## src/rtl/mem_arbiter.sv

```systemverilog
// Two-client arbiter for the shared memory port: data side has priority over fetch.
// Define ARB_STARVE_GUARD_EN to cap consecutive data grants while fetch is waiting.
module mem_arbiter #(
    parameter int ADDR_W       = 16,
    parameter int DATA_W       = 128,
    parameter int MAX_D_STREAK = 4
) (
    input  logic              clk,
    input  logic              rst_n,

    input  logic [ADDR_W-1:0] i_addr,
    input  logic              i_read,
    output logic              i_resp,
    output logic [DATA_W-1:0] i_rdata,

    input  logic [ADDR_W-1:0] d_addr,
    input  logic              d_read,
    input  logic              d_write,
    input  logic [DATA_W-1:0] d_wdata,
    output logic              d_resp,
    output logic [DATA_W-1:0] d_rdata,

    output logic [ADDR_W-1:0] pmem_address,
    output logic              pmem_read,
    output logic              pmem_write,
    output logic [DATA_W-1:0] pmem_wdata,
    input  logic [DATA_W-1:0] pmem_rdata,
    input  logic              pmem_resp
);

    typedef enum logic [1:0] {
        IDLE   = 2'd0,
        I_BUSY = 2'd1,
        D_BUSY = 2'd2
    } state_t;

    state_t state;
    state_t state_nxt;

    logic i_req;
    logic d_req;
    logic streak_full;

    if (MAX_D_STREAK < 1) begin : g_bad_max_d_streak
        $error("mem_arbiter: MAX_D_STREAK must be at least 1");
    end

    assign i_req = i_read;
    assign d_req = d_read | d_write;

    // Read data is broadcast; each client qualifies it with its own resp.
    assign i_rdata = pmem_rdata;
    assign d_rdata = pmem_rdata;

    always_ff @(posedge clk or negedge rst_n) begin
        if (!rst_n) begin
            state <= IDLE;
        end else begin
            state <= state_nxt;
        end
    end

    always_comb begin
        state_nxt    = state;
        pmem_address = '0;
        pmem_read    = 1'b0;
        pmem_write   = 1'b0;
        pmem_wdata   = '0;
        i_resp       = 1'b0;
        d_resp       = 1'b0;

        case (state)
            IDLE: begin
                // Ties go to data unless fetch has been passed over too often.
                if (d_req && !(i_req && streak_full)) begin
                    state_nxt = D_BUSY;
                end else if (i_req) begin
                    state_nxt = I_BUSY;
                end
            end

            I_BUSY: begin
                pmem_address = i_addr;
                pmem_read    = 1'b1;
                i_resp       = pmem_resp;
                if (pmem_resp) begin
                    state_nxt = IDLE;
                end
            end

            D_BUSY: begin
                pmem_address = d_addr;
                pmem_wdata   = d_wdata;
                pmem_write   = d_write;
                pmem_read    = d_read & ~d_write;
                d_resp       = pmem_resp;
                if (pmem_resp) begin
                    state_nxt = IDLE;
                end
            end

            default: begin
                state_nxt = IDLE;
            end
        endcase
    end

`ifdef ARB_STARVE_GUARD_EN
    localparam int              CNT_W      = $clog2(MAX_D_STREAK + 1);
    localparam logic [CNT_W-1:0] STREAK_MAX = CNT_W'(MAX_D_STREAK);

    logic [CNT_W-1:0] d_streak;
    logic             grant_i;
    logic             grant_d;

    assign grant_i = (state == IDLE) && (state_nxt == I_BUSY);
    assign grant_d = (state == IDLE) && (state_nxt == D_BUSY);

    // Counts data grants that overtook a waiting fetch; saturates at the cap.
    always_ff @(posedge clk or negedge rst_n) begin
        if (!rst_n) begin
            d_streak <= '0;
        end else if (grant_i || (grant_d && !i_req)) begin
            d_streak <= '0;
        end else if (grant_d && (d_streak != STREAK_MAX)) begin
            d_streak <= d_streak + CNT_W'(1);
        end
    end

    assign streak_full = (d_streak == STREAK_MAX);
`else
    assign streak_full = 1'b0;
`endif

    a_one_strobe: assert property (@(posedge clk) disable iff (!rst_n)
        !(pmem_read && pmem_write));

    a_one_resp: assert property (@(posedge clk) disable iff (!rst_n)
        !(i_resp && d_resp));

endmodule

```

## config.mk

```make
export PLATFORM = sky130hd
export DESIGN_NAME = mem_arbiter
export DESIGN_NICKNAME = d
export VERILOG_FILES = /design/src/rtl/mem_arbiter.sv
export SDC_FILE = /design/constraint.sdc
export NUM_CORES = 1
export LEC_CHECK = 0
export BUFFER_PORTS_ARGS = -buffer_cell sky130_fd_sc_hd__buf_2
export CAP_MARGIN = 20
export CORE_AREA = 4 4 271 273
export DETAILED_ROUTE_END_ITERATION = 8
export DIE_AREA = 0 0 275 277
export PLACE_DENSITY = 0.34
export SLEW_MARGIN = 20
export SYNTH_ARGS = -nofsm -noshare
export SYNTH_HDL_FRONTEND = slang
export SYNTH_SLANG_ARGS = --single-unit
```

## constraint.sdc

```tcl
create_clock -name clk -period 3 [get_ports clk]
set_input_delay 0.3 -clock clk [delete_from_list [all_inputs] [get_ports clk]]
set_output_delay 0.3 -clock clk [all_outputs]
set_load 0.1 [all_outputs]
```

==> results.toml <==
[synthesis]
synth_top_cell_by_area = "buf_4"
synth.most_common_cell = "buf_4"
syn_area_per_cell_um2 = 7.088
synth_ff_type = "dfrtp_1"
ys_ff_latch = 2
synth_nets = 755
synth_edf_count = 0
synthTopCellsByArea = "buf_4, and2_1, a22oi_1"
synthDistinctLibCells = 18
synth_top_cell_area_share_pct = 60.25
ys_async_sr_fraction_pct = 100.0
yosys-top-cells-count = "buf_4, and2_1, a22oi_1, nor2b_1, clkbuf_2"
syn_area_mm2 = 0.003239
yosysSeqAreaShare_pct = 1.545
yosysWarnings = 0
netlist_instances = 457

[die]
boundaryPins = 698
num_rows = 98
dieHeight_um = 277
core_area_mm2 = 0.07112
dieWidth_um = 275
die-area_mm2 = 0.07618
start_util_pct = 4.555

[global_routing]
grt.met2_usage_pct = 5.431
grt_pass1_vias = 2848
top_usage_layer = "met2"
grt-ovfl-total = 0
track_usage_pct = 3.101
grt_util_met3_pct = 2.764
grt_max_degree = 81
grt_pass1_wl_um = 17620
grt_use_met1_pct = 2.403
antenna_found_initial = 3

[final_layout]
top_register = "state"
drive_gt1_share_pct = 63.89
top_regs = "state (2)"
fillers = 8429
insertedDiodeCount = 0
design_area_mm2 = 0.004111
area_growth_pct = 26.92
regArea_um2 = 50.05
nets = 804
multi_input_area_mm2 = 0.001164
largest_reg_flops = 2

[sta]
min_period_ns = 2.500
maxSlewViolCount = 0
period_share_pct = 83.33
slew_headroom_pct = 63.05
fin_ws_ns = 0.5001
hold_viol = 0
skew_ns = 0.001139
finalSetupViolCount = 0
setup_tns_ns = 0
grt_setup_unrepaired = "false"
tightest_slew_ns = 0.5580
fmax_mhz = 400.0

[setup_path]
end_kind = "output pin"
rrSetupSlack_ns = 1.46
start_kind = "register"
cp.arrival_ns = 2.20
crit_type = "reg2out"
cp_max_fo = 80
r2r-end = "state[0]"
worstPathRequired_ns = 2.70
r2r_start = "state[1]"
rr_worst_depth = 5

[min_path]
min_path_type = "in2reg"
holdPathEnd = "state[0]"
min_from = "d_read"
min_path_cells = 4

[run_status]
status = "finished clean"

[clock_tree]
clock_latency_ns = 0.22
cts_inserted_buffers = 3
cts-root-buf = "clkbuf_16"
clk_path_buf_depth = 2
cts.clk_slew.worst_paths_ns = 0.03
tritoncts = "yes"
postCtsSetupRepairBufs = 0
cts_num_sinks = 2
cts-htree-levels = 1

[place]
dp_hpwl_um = 12380
routabilityCongestion = 0.6988
placed_cell_area_mm2 = 0.004026
io_buffer_count = 313
post-place-ws_ns = 0.6829

[drt]
wl_per_cell_um = 9.565
drc = 0
first_pass_iters = 4
drt.antenna.violating_nets = 0
num_vias = 2844
drt_wl_total_um = 13910
drtIter0Drc = 61
viasPerCell = 1.956

[run]
drv_cap = 0
## worst max-delay path: stages, from the launching register on
cell and delay [ns]:
dfrtp_1 0.39, inv_1 0.15, ha_4 0.43, buf_12 0.25
and2_1 0.21, buf_2 0.43
## cell type report
class | instances | share of cell area (%)
Timing Repair Buffer | 319 | 39.56
Clock buffer | 3 | 1.826
Tap cell | 950 | 28.91
Inverter | 2 | 0.1826
Multi-Input combinational cell | 178 | 28.30
Sequential cell | 2 | 1.217
## worst max-delay path by stage
| stage | to | startpoint | cells after the start | slack [ns] |
|---|---|---|---|---|
| after global placement | pmem_wdata[68] | state[0] | 5 | 0.77 |
| after floorplan | pmem_address[0] | state[1] | 4 | 0.37 |
| after detailed placement | pmem_wdata[100] | state[0] | 5 | 0.68 |
| after global routing | pmem_wdata[100] | state[0] | 5 | 0.33 |
| after CTS | pmem_wdata[100] | state[0] | 5 | 0.44 |
| final | pmem_wdata[100] | state[0] | 5 | 0.50 |
## timing repair
action,in CTS,in global routing
hold endpoints to repair,2,0
gates resized for setup,0,0
hold buffers,1,0
## per-stage QoR
stage,std cells,utilization [%],hold slack [ns]
2_1_floorplan,457,-,0.004409
6_report,1454,5.781,0.3951
3_3_place_gp,1450,5.662,0.09155
4_1_cts,1454,5.781,0.4034
3_5_place_dp,1450,5.662,0.09614
5_1_grt,1454,5.781,0.4397
## per-layer routing
layer / part of all wire (%) / up-vias / wire (um)
met3: 23 / 47 / 3133
met5: 0.68 / - / 94
met2: 46 / 436 / 6363
met4: 3.6 / 8 / 500
li1: - / 1233 / -
met1: 27 / 1120 / 3816
## cells by family after synthesis
| logic type | synth area share, % |
|---|---|
| buffers and inverters | 62.92 |
| AND/OR/NAND/NOR | 29.51 |
| AO/OA/AOI/OAI | 4.481 |
| adder cells (fa/ha/maj) | 1.545 |
| flip-flops | 1.545 |
## placed cells by master, fill, tap and decap left out, types with 2 or more instances in the layout
cell / synthesis / layout
nand3b_1: 2 / 2
buf_4: 260 / 4
buf_2: 5 / 313
nor2b_1: 16 / 16
clkbuf_16: 0 / 3
a21oi_1: 2 / 2
ha_1: 4 / 3
nor2_1: 2 / 2
nand2_1: 2 / 2
inv_1: 2 / 2
a22oi_1: 16 / 16
and2_1: 131 / 131
dfrtp_1: 2 / 2
Power is not shown: default switching activity piles up to over one toggle a cycle in this logic, so the estimate is an artifact.
